--- config.mk ---
export PLATFORM = sky130hd
export DESIGN_NAME = wb_select_stage_flat
export DESIGN_NICKNAME = d
export VERILOG_FILES = /design/src/rtl/mips_pkg.sv /design/src/rtl/wb_select_stage_if.sv /design/src/rtl/load_extend.sv /design/src/rtl/wb_select_stage.sv /design/src/flat_wrapper.sv
export SDC_FILE = /design/constraint.sdc
export NUM_CORES = 1
export LEC_CHECK = 0
export BUFFER_PORTS_ARGS = -buffer_cell sky130_fd_sc_hd__buf_2
export CAP_MARGIN = 20
export CORE_AREA = 3 3 92 94
export CTS_CLUSTER_SIZE = 8
export DETAILED_ROUTE_END_ITERATION = 8
export DIE_AREA = 0 0 95 97
export MAX_ROUTING_LAYER = met4
export PLACE_DENSITY_LB_ADDON = 0.25
export SYNTH_ARGS = -nofsm -noshare
export SYNTH_HDL_FRONTEND = slang
export SYNTH_SLANG_ARGS = --single-unit
--- constraint.sdc ---
create_clock -name clk -period 1.95 [get_ports clk]
set_clock_uncertainty 0.2 [all_clocks]
set_input_delay 0 -clock clk [delete_from_list [all_inputs] [get_ports clk]]
set_output_delay 0 -clock clk [all_outputs]
set_load 0.01 [all_outputs]
--- src/rtl/mips_pkg.sv ---
// rtl/mips_pkg.sv - shared write-back select and load-size constants
package mips_pkg;

  // Write-back source selects; 2'b11 is reserved and flagged as illegal
  localparam logic [1:0] WB_SEL_ALU  = 2'b00;
  localparam logic [1:0] WB_SEL_MEM  = 2'b01;
  localparam logic [1:0] WB_SEL_LINK = 2'b10;
  localparam logic [1:0] WB_SEL_ILL  = 2'b11;

  // Load sizes; 2'b11 behaves as a full word
  localparam logic [1:0] MEM_BYTE = 2'b00;
  localparam logic [1:0] MEM_HALF = 2'b01;
  localparam logic [1:0] MEM_WORD = 2'b10;

endpackage

--- src/rtl/wb_select_stage_if.sv ---
// rtl/wb_select_stage_if.sv - MEM-side inputs and register-file outputs of the write-back stage
interface wb_select_stage_if #(
  parameter int WIDTH      = 32,
  parameter int REG_ADDR_W = 5,
  parameter int ERR_CNT_W  = 8
);
  localparam int OFF_W = $clog2(WIDTH / 8);

  logic                  stall;
  logic                  flush;
  logic                  in_valid;
  logic [1:0]            in_sel;
  logic [WIDTH-1:0]      in_alu;
  logic [WIDTH-1:0]      in_mem;
  logic [WIDTH-1:0]      in_pc_plus4;
  logic [1:0]            in_mem_size;
  logic                  in_mem_signed;
  logic [OFF_W-1:0]      in_byte_off;
  logic [REG_ADDR_W-1:0] in_rd;
  logic                  in_reg_write;

  logic                  out_valid;
  logic                  out_wen;
  logic [REG_ADDR_W-1:0] out_waddr;
  logic [WIDTH-1:0]      out_wdata;
  logic                  sel_err;
  logic [ERR_CNT_W-1:0]  err_count;

  // Upstream pipeline side: drives the MEM-stage results, observes write-back
  modport master (
    output stall, flush, in_valid, in_sel, in_alu, in_mem, in_pc_plus4,
           in_mem_size, in_mem_signed, in_byte_off, in_rd, in_reg_write,
    input  out_valid, out_wen, out_waddr, out_wdata, sel_err, err_count
  );

  // Stage side
  modport slave (
    input  stall, flush, in_valid, in_sel, in_alu, in_mem, in_pc_plus4,
           in_mem_size, in_mem_signed, in_byte_off, in_rd, in_reg_write,
    output out_valid, out_wen, out_waddr, out_wdata, sel_err, err_count
  );

endinterface

--- src/rtl/load_extend.sv ---
// rtl/load_extend.sv - combinational sub-word load lane extraction with sign/zero extension
module load_extend
  import mips_pkg::*;
#(
  parameter int WIDTH = 32,
  parameter int OFF_W = $clog2(WIDTH / 8)
) (
  input  logic [WIDTH-1:0] i_mem,
  input  logic [1:0]       i_size,
  input  logic             i_signed,
  input  logic [OFF_W-1:0] i_off,
  output logic [WIDTH-1:0] o_data
);

  logic [7:0]       w_byte;
  logic [15:0]      w_half;
  logic [31:0]      w_word;
  logic [OFF_W-1:0] w_half_off;

  // Halfword loads are treated as aligned: offset bit 0 is dropped
  assign w_half_off = {i_off[OFF_W-1:1], 1'b0};
  assign w_byte     = i_mem[{i_off, 3'b000} +: 8];
  assign w_half     = i_mem[{w_half_off, 3'b000} +: 16];
  assign w_word     = i_mem[31:0];

  // Fill with the extension bit first, then overlay the extracted lane
  always_comb begin
    o_data = '0;
    case (i_size)
      MEM_BYTE: begin
        o_data       = {WIDTH{i_signed & w_byte[7]}};
        o_data[7:0]  = w_byte;
      end
      MEM_HALF: begin
        o_data       = {WIDTH{i_signed & w_half[15]}};
        o_data[15:0] = w_half;
      end
      MEM_WORD: begin
        o_data       = {WIDTH{i_signed & w_word[31]}};
        o_data[31:0] = w_word;
      end
      default: begin
        o_data       = {WIDTH{i_signed & w_word[31]}};
        o_data[31:0] = w_word;
      end
    endcase
  end

endmodule

--- src/rtl/wb_select_stage.sv ---
// rtl/wb_select_stage.sv - registered write-back source select with illegal-select tracking
module wb_select_stage
  import mips_pkg::*;
#(
  parameter int WIDTH      = 32,
  parameter int REG_ADDR_W = 5,
  parameter int LINK_REG   = 31,
  parameter int ERR_CNT_W  = 8
) (
  input logic             clk,
  input logic             reset,
  wb_select_stage_if.slave bus
);

  localparam int OFF_W = $clog2(WIDTH / 8);
  localparam logic [REG_ADDR_W-1:0] LINK_ADDR = REG_ADDR_W'(LINK_REG);

  logic [WIDTH-1:0]      w_load_data;
  logic [WIDTH-1:0]      w_sel_data;
  logic [REG_ADDR_W-1:0] w_sel_addr;
  logic                  w_capture_valid;
  logic                  w_illegal;
  logic                  w_capture_wen;

  logic                  r_valid;
  logic                  r_wen;
  logic [REG_ADDR_W-1:0] r_waddr;
  logic [WIDTH-1:0]      r_wdata;
  logic                  r_sel_err;
  logic [ERR_CNT_W-1:0]  r_err_count;

  load_extend #(
    .WIDTH (WIDTH),
    .OFF_W (OFF_W)
  ) u_load_extend (
    .i_mem    (bus.in_mem),
    .i_size   (bus.in_mem_size),
    .i_signed (bus.in_mem_signed),
    .i_off    (bus.in_byte_off),
    .o_data   (w_load_data)
  );

  assign w_capture_valid = bus.in_valid & ~bus.flush;
  assign w_illegal       = (bus.in_sel == WB_SEL_ILL);
  assign w_sel_addr      = (bus.in_sel == WB_SEL_LINK) ? LINK_ADDR : bus.in_rd;
  // Register 0 is hard-wired, so a write to it is suppressed while data still updates
  assign w_capture_wen   = w_capture_valid & bus.in_reg_write & ~w_illegal &
                           (w_sel_addr != '0);

  // Write-back source mux; the reserved select drives zero data
  always_comb begin
    w_sel_data = '0;
    case (bus.in_sel)
      WB_SEL_ALU:  w_sel_data = bus.in_alu;
      WB_SEL_MEM:  w_sel_data = w_load_data;
      WB_SEL_LINK: w_sel_data = bus.in_pc_plus4;
      default:     w_sel_data = '0;
    endcase
  end

  // Stage register: capture when not stalled; a flush during stall kills only valid/wen
  always_ff @(posedge clk) begin
    if (reset) begin
      r_valid <= 1'b0;
      r_wen   <= 1'b0;
      r_waddr <= '0;
      r_wdata <= '0;
    end else if (!bus.stall) begin
      r_valid <= w_capture_valid;
      r_wen   <= w_capture_wen;
      r_waddr <= w_sel_addr;
      r_wdata <= w_sel_data;
    end else if (bus.flush) begin
      r_valid <= 1'b0;
      r_wen   <= 1'b0;
    end
  end

  // Sticky flag and saturating counter, advanced only when an illegal select is captured
  always_ff @(posedge clk) begin
    if (reset) begin
      r_sel_err   <= 1'b0;
      r_err_count <= '0;
    end else if (!bus.stall && w_capture_valid && w_illegal) begin
      r_sel_err <= 1'b1;
      if (r_err_count != '1) begin
        r_err_count <= r_err_count + ERR_CNT_W'(1);
      end
    end
  end

  assign bus.out_valid = r_valid;
  assign bus.out_wen   = r_wen;
  assign bus.out_waddr = r_waddr;
  assign bus.out_wdata = r_wdata;
  assign bus.sel_err   = r_sel_err;
  assign bus.err_count = r_err_count;

endmodule

--- src/flat_wrapper.sv ---
// flat-port wrapper written by rule: the top's interface ports become plain ports
module wb_select_stage_flat import mips_pkg::*;
#(
  parameter int WIDTH      = 32,
  parameter int REG_ADDR_W = 5,
  parameter int LINK_REG   = 31,
  parameter int ERR_CNT_W  = 8
)
  (clk, reset, bus_stall, bus_flush, bus_in_valid, bus_in_sel, bus_in_alu, bus_in_mem, bus_in_pc_plus4, bus_in_mem_size, bus_in_mem_signed, bus_in_byte_off, bus_in_rd, bus_in_reg_write, bus_out_valid, bus_out_wen, bus_out_waddr, bus_out_wdata, bus_sel_err, bus_err_count);
  wb_select_stage_if #(.WIDTH(WIDTH), .REG_ADDR_W(REG_ADDR_W), .ERR_CNT_W(ERR_CNT_W)) bus_i ();
  input logic clk;
  input logic reset;
  input wire logic [$bits(bus_i.stall)-1:0] bus_stall;
  input wire logic [$bits(bus_i.flush)-1:0] bus_flush;
  input wire logic [$bits(bus_i.in_valid)-1:0] bus_in_valid;
  input wire logic [$bits(bus_i.in_sel)-1:0] bus_in_sel;
  input wire logic [$bits(bus_i.in_alu)-1:0] bus_in_alu;
  input wire logic [$bits(bus_i.in_mem)-1:0] bus_in_mem;
  input wire logic [$bits(bus_i.in_pc_plus4)-1:0] bus_in_pc_plus4;
  input wire logic [$bits(bus_i.in_mem_size)-1:0] bus_in_mem_size;
  input wire logic [$bits(bus_i.in_mem_signed)-1:0] bus_in_mem_signed;
  input wire logic [$bits(bus_i.in_byte_off)-1:0] bus_in_byte_off;
  input wire logic [$bits(bus_i.in_rd)-1:0] bus_in_rd;
  input wire logic [$bits(bus_i.in_reg_write)-1:0] bus_in_reg_write;
  output wire logic [$bits(bus_i.out_valid)-1:0] bus_out_valid;
  output wire logic [$bits(bus_i.out_wen)-1:0] bus_out_wen;
  output wire logic [$bits(bus_i.out_waddr)-1:0] bus_out_waddr;
  output wire logic [$bits(bus_i.out_wdata)-1:0] bus_out_wdata;
  output wire logic [$bits(bus_i.sel_err)-1:0] bus_sel_err;
  output wire logic [$bits(bus_i.err_count)-1:0] bus_err_count;
  assign bus_i.stall = bus_stall;
  assign bus_i.flush = bus_flush;
  assign bus_i.in_valid = bus_in_valid;
  assign bus_i.in_sel = bus_in_sel;
  assign bus_i.in_alu = bus_in_alu;
  assign bus_i.in_mem = bus_in_mem;
  assign bus_i.in_pc_plus4 = bus_in_pc_plus4;
  assign bus_i.in_mem_size = bus_in_mem_size;
  assign bus_i.in_mem_signed = bus_in_mem_signed;
  assign bus_i.in_byte_off = bus_in_byte_off;
  assign bus_i.in_rd = bus_in_rd;
  assign bus_i.in_reg_write = bus_in_reg_write;
  assign bus_out_valid = bus_i.out_valid;
  assign bus_out_wen = bus_i.out_wen;
  assign bus_out_waddr = bus_i.out_waddr;
  assign bus_out_wdata = bus_i.out_wdata;
  assign bus_sel_err = bus_i.sel_err;
  assign bus_err_count = bus_i.err_count;
  wb_select_stage #(.WIDTH(WIDTH), .REG_ADDR_W(REG_ADDR_W), .LINK_REG(LINK_REG), .ERR_CNT_W(ERR_CNT_W)) u_core (.clk(clk), .reset(reset), .bus(bus_i));
endmodule
# Word-level counts from Yosys, hierarchy flattened
# Cells that the tools add are included.
# op_classes
add_sub_neg,1
multipliers,0
div,0
n_lt_le_gt_ge,0
eq_ne,6
shifts,2
n_mux,6
bitwise_logic,8
reduce_logical,7
# ops
operator,count
$pmux W32 S3,1
$pmux W32 S2,1
$shiftx A32 B6 Y16,1
$shiftx A32 B6 Y8,1
$add A8 B1 Y8 const B,1
$ne A8 B8 Y1 const B,1
$and A1 B1 Y1,6
$mux W5,1
$reduce_bool A5 Y1,1
$eq A2 B1 Y1 const B,2
$eq A2 B2 Y1 const B,2
$logic_not A2 Y1,2
$mux W1,3
$logic_and A1 B1 Y1,2
$ne A2 B1 Y1 const B,1
$not A1 Y1,2
$reduce_and A2 Y1,1
$logic_not A1 Y1,1
# word_totals
regBits,48
latchBits,0
mem_bits_rw,0
mem_bits_ro,0
inputBits,114
out_inout_bits,48
wordCells,36
n_memories,0

# Depth between registers and ports, before layout
# Gate-level depths: netlist of the first run.
# logic_depth
depth_word,6
depth_mapped,6
ltp_nobuf,4

# By module
# A second synthesis of the first run with hierarchy kept.
# hier_totals
cells_unflattened,380
hier_area_um2,3235.6
# modules_own_cells
module,n_inst,cells_each,area_per_inst_um2,seq_area_each_um2
wb_select_stage,1,263,2511.2,960.9
load_extend,1,117,724.4,0.0

# Worst setup path after synthesis of the first run
# Ideal clock, no wire load.
# synth_timing
path_type,reg-to-reg
from,register u_core.r_err_count[5] (netlist: u_core.bus.err_count[5])
to,register u_core.r_err_count[6] (netlist: u_core.bus.err_count[6])
setup_time_ps,121
arrival_ps,1376
required_time_ps,1629
setup_slack_ps,253
stages_incl_launch_ff,5
path_buffers,0
synth_period_minus_slack_ps,1697
path_cell_list,dfxtp_1 and4_1 and2_1 nor4b_1 mux2_2
# synth_via
elab_chain_len,2
elab_cells_between_ends,3
classes_between,add/sub (1); eq/ne (1); reduce/logical (1)
# synth_lines
item,line,source
from (decl),wb_select_stage.sv:30,logic [ERR_CNT_W-1:0] r_err_count;
from (signal assigned),wb_select_stage.sv:87,r_err_count <= r_err_count + ERR_CNT_W'(1);
"parallel branches: the longest is 2 deep, another holds $add A8 B1 Y8",n/a,
# Parallel ways; which one is timed is not known.
# A chain may end at the register's enable or synchronous reset.

# Final worst setup path of the first run
# layout_timing
from,input bus_in_mem[26]
to,register u_core.r_wdata[2] (netlist: u_core.bus.out_wdata[2])
# layout_via
elab_chain_len,3
# layout_lines
item,line,source
from (decl),flat_wrapper.sv:18,input wire logic [$bits(bus_i.in_mem)-1:0] bus_in_mem;
$shiftx A32 B6 Y8,load_extend.sv:22,"assign w_byte = i_mem[{i_off, 3'b000} +: 8];"
$pmux W32 S2,load_extend.sv:29,case (i_size)
$pmux W32 S3,wb_select_stage.sv:53,case (bus.in_sel)
to (signal assigned),wb_select_stage.sv:72,r_wdata <= w_sel_data;
to (decl),wb_select_stage.sv:28,logic [WIDTH-1:0] r_wdata;
# No other way between the ends.

==> impl_metrics.toml, run 1 <==
[finish]
final_common_cell = "buf_2"
final_design_area_no_fill_um2 = 4800
fin_nets = 694
drive_above_1_share_pct = 34.5
antennaDiodeCount = 0
final_cells = 682
n_fill_cell = 685
syn2layout_area_growth_pct = 58.5
layout_common_cells = "buf_2, dlygate4sd3_1, dfxtp_1"

[placement]
dp.final_hpwl_um = 8100
portBuffers = 161
gp_congestion = 0.873
place_area_um2 = 3910
place_inst = 597
place_ws_ns = 0.165

[sta]
fin_crit_ns = 1.93
fin_ws_ns = 0.0221
timing.fmax_mhz = 519
relSlewSlack_pct = 63.2
setup_viol = 0
setup-tns-final_ns = 0
fin_crit_sh_pct = 98.9
hold_viol_final = 0
worstMarginPinSlew_ns = 0.550
rsz0062_at_grt = "yes"
drv_slew = 0
hold_ws_ns = 0.00955

[clocking]
htreeDepth = 2
clk_path_buf_depth = 2
clock_sinks = 48
clkLatencyLatePin_ns = 0.31
cts_setup_buffers = 0
clk_pin_slew_ns = 0.10
root_buffer = "clkbuf_8"
cts_tree = "done"
numCtsBuffers = 5

[hold_path]
whs_path_depth = 4
worstHoldPathType = "in2reg"

[drt]
drc_errors = 0
first_pass_iters = 4
num_vias = 3751
via_per_inst = 5.50
first_iter_violations = 167
wire_per_inst_um = 16.8
antenna_left = 0
routed_wl_um = 11400

[floorplan]
start_util_pct = 39.2
coreArea_um2 = 7730
die_w_um = 95
die_h_um = 97
dieArea_um2 = 9220
fp-row-count = 32
io_pins = 162

[global_route]
grt_use_total_pct = 24.9
first_global_vias = 3849
grt-ovfl-total = 0
grt_first_pass_wirelength_um = 17900
grt_antenna_before_repair = 0
grt_max_degree = 31

[synthesis]
synthTopCellsByArea = "dfxtp_1, mux2i_1, a211o_1, o2bb2ai_1, nand2_1"
synth_top_area_share_pct = 31.7
yosysWarnings = 0
synth.avg_cell_area_um2 = 8.61
synth_edf_count = 0
async_flop_share_pct = 0
synth_area_um2 = 3030
synth-seq-cells = 48
seq_area_frac_synth_pct = 31.7
synthFlopType = "dfxtp_1"
synth_cell_types = 46
synth_area_leader_cell = "dfxtp_1"
syn_inst = 352
syn-num-nets = 467

[worst_setup_path]
crit_type = "in2reg"
cp-endpoint = "u_core.bus.out_wdata[2]"
setup.worst_path.start = "bus_in_mem[26]"
reg2reg_depth = 4
worstPathRequired_ns = 1.94
cp-end-kind = "flop"
reg2reg_slack_ns = 0.14
start_kind = "primary input"
reg2reg_from = "u_core.bus.err_count[0]"
critPathMaxFanout = 3
worst_ep_arrival_time_ns = 1.92
timing.rr.end = "u_core.bus.err_count[4]"

[pwr]
intPower_mw = 1.68
ir_drop_uv = 250
p_sw_share_pct = 29.5
powerDensity_nw_per_um2 = 497
power.switching_mw = 0.704
power_frac_seq_pct = 44.1
combPwrFrac_pct = 28.8
p_leak_nw = 2.35
clkPwrFrac_pct = 27.1

[flow_run]
max-cap-violations = 0

[run_status]
outcome = "finished clean"
-- sequential cells by signal (all words and copies together) (netlist names) --
register / cells
u_core.bus.out_wdata: 32
u_core.bus.err_count: 8
u_core.bus.out_waddr: 5
u_core.bus.out_valid: 1
u_core.bus.out_wen: 1
u_core.bus.sel_err: 1
-- worst min-delay path by stage --
stage | startpoint | to | slack (ns)
after floorplan | bus_flush | u_core.bus.out_valid | -0.12
after global placement | bus_flush | u_core.bus.out_valid | 0.02
after detailed placement | bus_flush | u_core.bus.out_valid | 0.03
after CTS | bus_in_byte_off[0] | u_core.bus.out_wdata[17] | 0.004
after global routing | bus_in_pc_plus4[14] | u_core.bus.out_wdata[14] | 0.03
final | bus_in_byte_off[0] | u_core.bus.out_wdata[17] | 0.01
-- power groups by stage --
stage	clock (mW)	combinational, mW	sequential (mW)
CTS	0.660	0.668	1.05
global route	0.700	0.747	1.06
finish	0.647	0.688	1.05
detailed placement	0	0.537	1.07
floorplan	0	0.264	1.09
global placement	0	0.524	1.07
-- worst max-delay path: stages --
cell,delay (ns)
dlygate4sd3_1,0.53
buf_2,0.15
a211o_1,0.29
a21oi_1,0.19
o221ai_1,0.16
dlygate4sd3_1,0.59
-- cell type report --
class,instances,area [um2],share of cell area [%]
multi-input combinational,273,1950,40.6
timing repair buffer,250,1660,34.7
sequential,48,961,20.0
tap,102,128,2.66
clock buffer,6,82.6,1.72
clock inverter,2,13.8,0.287
inverter,1,3.75,0.0782
-- synth_stat cells, drive strengths merged (2+ instances only) --
cell / count
a211o: 16
a211oi: 2
a21oi: 16
a22oi: 16
a2bb2oi: 7
a311oi: 8
and3b: 9
buf: 19
clkbuf: 11
dfxtp: 48
mux2: 5
mux2i: 30
nand2: 33
nand2b: 4
nand3: 4
nand3b: 9
nor2: 18
nor2b: 18
nor3: 17
nor3b: 2
o21ai: 17
o221ai: 8
o2bb2ai: 16
or3: 2
or4: 2
-- metal layers --
metal | global-route usage [%] | up-vias | wire length, um
met3 | 3.65 | 25 | 690
li1 | - | 1792 | -
met2 | 43.7 | 157 | 5950
met1 | 29.0 | 1777 | 4550
met5 | - | - | 0
met4 | 7.44 | 0 | 250
-- through the flow --
step / utilization, % / power, mW
after CTS: 61.6 / 2.38
after floorplan: - / 1.36
after detailed placement: 50.6 / 1.61
final: 62.1 / 2.39
after global placement: 50.6 / 1.60
after global routing: 62.1 / 2.50
-- what timing repair did --
item | CTS | global route
hold endpoints to repair | 38 | 1
hold buffers | 75 | 1
resized for setup | 0 | 8
setup endpoints to repair | 0 | 13
-- logic make-up (layout without fill, tap and decap cells) --
family	Yosys count	in the layout	share of synthesized area (%)
AND/OR/NAND/NOR	127	127	23.8
AO/OA/AOI/OAI	110	110	27.5
flip-flops	48	48	31.7
multiplexers	35	35	11.8
buffers and inverters	31	259	4.87
adder cells (fa/ha/maj)	1	1	0.413
Note: power is estimated with default switching activity, not from simulation.
==> run 2: changes to the inputs <==
--- a/config.mk
+++ b/config.mk
@@ -5,12 +5,12 @@
 export SDC_FILE = /design/constraint.sdc
 export NUM_CORES = 1
 export LEC_CHECK = 0
+export ABC_AREA = 1
 export BUFFER_PORTS_ARGS = -buffer_cell sky130_fd_sc_hd__buf_2
 export CAP_MARGIN = 20
-export CORE_AREA = 3 3 92 94
-export CTS_CLUSTER_SIZE = 8
+export CORE_AREA = 3 3 94 96
 export DETAILED_ROUTE_END_ITERATION = 8
-export DIE_AREA = 0 0 95 97
+export DIE_AREA = 0 0 97 99
 export MAX_ROUTING_LAYER = met4
 export PLACE_DENSITY_LB_ADDON = 0.25
 export SYNTH_ARGS = -nofsm -noshare
==> run 2 against run 1 <==
- the run now ends with negative hold slack left
- critical endpoint is now u_core.bus.out_wdata[3]
- largest cell class unchanged
- core utilization rose by 2.0 points
- combinational power rose by 17%
- via count rose by 24%
- worst setup slack improved by 0.094 ns
==> impl_metrics.toml, run 2 <==
[global_route]
grt_antenna_before_repair = 0
grt_use_total_pct = 27.1
grt-ovfl-total = 0
first_global_vias = 4676
grt_first_pass_wirelength_um = 21000
grt_max_degree = 40

[finish]
largest_reg_flops = 32
final_common_cell = "nand2_1"
multiInputGateArea_um2 = 1950
syn2layout_area_growth_pct = 61.8
antennaDiodeCount = 0
drive_above_1_share_pct = 24.0
final_util_pct = 64.1
fin_nets = 940
regArea_um2 = 961
layout_common_cells = "nand2_1, buf_2, dlygate4sd3_1"
n_fill_cell = 778

[synthesis]
synth-seq-cells = 48
synthTopCellsByArea = "nand2_1, dfxtp_1, nand3_1, a21oi_1, inv_1"
async_flop_share_pct = 0
syn-num-nets = 697
synth_area_um2 = 3220
synth_cell_types = 25
synthXorXnorAreaFrac_pct = 0.272
synth_top_area_share_pct = 32.1
synth.area.mux_share_pct = 0
synth_compound_area_share_pct = 9.86
synth_area_leader_cell = "nand2_1"
syn_inst = 582
synth_top_family_by_area = "simple AND/OR/NAND/NOR gates"
synth.avg_cell_area_um2 = 5.54
yosys.area_share.simple_pct = 49.9
synth_edf_count = 0
synth_most_common_cell = "nand2_1"
synthTopCellsByCount = "nand2_1, nand3_1, a21oi_1, dfxtp_1, inv_1"
synthFlopType = "dfxtp_1"
seq_area_frac_synth_pct = 29.8
yosysWarnings = 0
synthAdderAreaFrac_pct = 0.388

[sta]
setup_viol = 0
relSlewSlack_pct = 72.0
worstMarginPinSlew_ns = 0.420
setup-tns-final_ns = 0
rsz0062_at_grt = "no"
timing.fmax_mhz = 545
hold_viol_final = 1
drv_slew = 0
fin_ws_ns = 0.116
hold_ws_ns = -0.0444
fin_crit_ns = 1.83
fin_crit_sh_pct = 94.0

[drt]
routed_wl_um = 13000
first_pass_iters = 5
first_iter_violations = 266
wire_per_inst_um = 14.0
via_per_inst = 4.99
num_vias = 4648
drc_errors = 0
antenna_left = 0

[floorplan]
io_pins = 162
coreArea_um2 = 8130
dieArea_um2 = 9600
die_h_um = 99
start_util_pct = 39.6
die_w_um = 97
fp-row-count = 33

[worst_setup_path]
worst_ep_arrival_time_ns = 1.83
timing.rr.end = "u_core.bus.err_count[3]"
reg2reg_slack_ns = 0.21
crit_top_cell = "nand2_1"
worstPathRequired_ns = 1.95
cpPeakStageDelay_ns = 0.56
crit_slowest_cell = "dlygate4sd3_1"
crit_type = "in2reg"
start_kind = "primary input"
reg2reg_from = "u_core.bus.err_count[0]"
reg2reg_depth = 10
crit_chain = "dlygate4sd3_1, buf_2, nand2_1, nand2_1, nand2_1, nand3_1, nand2_1, nand3_1, dlygate4sd3_1, nand2_1, a21oi_1"
critPathMaxFanout = 2
cp-end-kind = "flop"

[clocking]
clock_sinks = 48
root_buffer = "clkbuf_8"
clk_pin_slew_ns = 0.09
clk_path_buf_depth = 2
htreeDepth = 2
cts_tree = "done"
clkLatencyLatePin_ns = 0.32
numCtsBuffers = 5

[pwr]
powerDensity_nw_per_um2 = 528
ir_drop_uv = 309
clkPwrFrac_pct = 32.5
power.switching_mw = 0.820
p_leak_nw = 2.85
power_frac_seq_pct = 38.3
combPwrFrac_pct = 29.2
power_mw = 2.75
intPower_mw = 1.93
p_sw_share_pct = 29.8

[placement]
portBuffers = 161
dp.final_hpwl_um = 8820
gp_congestion = 0.907
place_ws_ns = 0.189

[run_status]
violations = "negative hold slack"
outcome = "finished, violations left"

[hold_path]
worstHoldPathType = "in2reg"
worst_hold_startpoint = "bus_in_alu[12]"
whs_path_depth = 7
holdPathEnd = "u_core.bus.out_wdata[12]"

[flow_run]
max-cap-violations = 0
==> run 2: cells by family (layout without fill, tap and decap cells) <==
family	after synthesis	after routing
compound gates	62	62
xor+xnor	1	1
fa+ha+maj	1	1
buf+inv	79	323
flops	48	48
simple gates	391	391
==> run 2: layout make-up <==
| type | count | share of cell area [%] |
|---|---|---|
| sequential | 48 | 18.4 |
| clock inverter | 3 | 1.32 |
| tap | 105 | 2.52 |
| multi-input combinational | 455 | 37.4 |
| clock buffer | 5 | 1.32 |
| inverter | 49 | 3.65 |
| timing repair buffer | 266 | 35.4 |
==> run 2: worst max-delay path by stage <==
stage | startpoint | to | slack [ns] | cells past startpoint
after detailed placement | u_core.bus.err_count[1] | u_core.bus.err_count[3] | 0.19 | 10
after global routing | bus_in_mem[27] | u_core.bus.out_wdata[3] | 0.02 | 11
after global placement | u_core.bus.err_count[1] | u_core.bus.err_count[3] | 0.30 | 10
after floorplan | u_core.bus.err_count[1] | u_core.bus.err_count[3] | 0.28 | 10
final | bus_in_mem[27] | u_core.bus.out_wdata[3] | 0.12 | 11
after CTS | bus_in_mem[23] | u_core.bus.out_wdata[12] | 0.05 | 13
==> run 2: per-layer routing <==
metal,wire (um),global-route usage [%],vias to the layer above
met5,0,-,-
met4,434,11.2,0
met3,909,4.67,43
met2,6600,48.8,210
met1,5100,29.6,2095
li1,-,-,2300
==> run 2: critical path: cells and delay by family <==
| kind | cells | cell delay (ns) |
|---|---|---|
| buffers and inverters | 3 | 1.25 |
| and+or+nand+nor | 7 | 0.52 |
| AOI/OAI and AO/OA | 1 | 0.06 |
==> run 2: what timing repair did <==
item	in CTS	in global routing
hold endpoints to repair	41	1
hold buffers	90	1
endpoints found under the setup margin	0	3
gates resized for setup	0	2
buffers inserted	0	4
==> run 2: power groups by stage <==
stage | Combinational (mW) | Clock (mW) | Sequential, mW
final | 0.805 | 0.896 | 1.05
after detailed placement | 0.620 | 0 | 1.08
after CTS | 0.780 | 0.901 | 1.05
after floorplan | 0.326 | 0 | 1.09
after global placement | 0.615 | 0 | 1.07
after global routing | 0.892 | 0.928 | 1.06
==> run 2: metrics by stage <==
stage	instance area (um2)	hold slack, ns	cells
2_1_floorplan	3220	-0.0331	582
3_3_place_gp	4140	0.0819	829
3_5_place_dp	4140	0.0934	829
4_1_cts	5180	0.00489	927
5_1_grt	5210	0.00812	931
6_report	5210	-0.0444	931
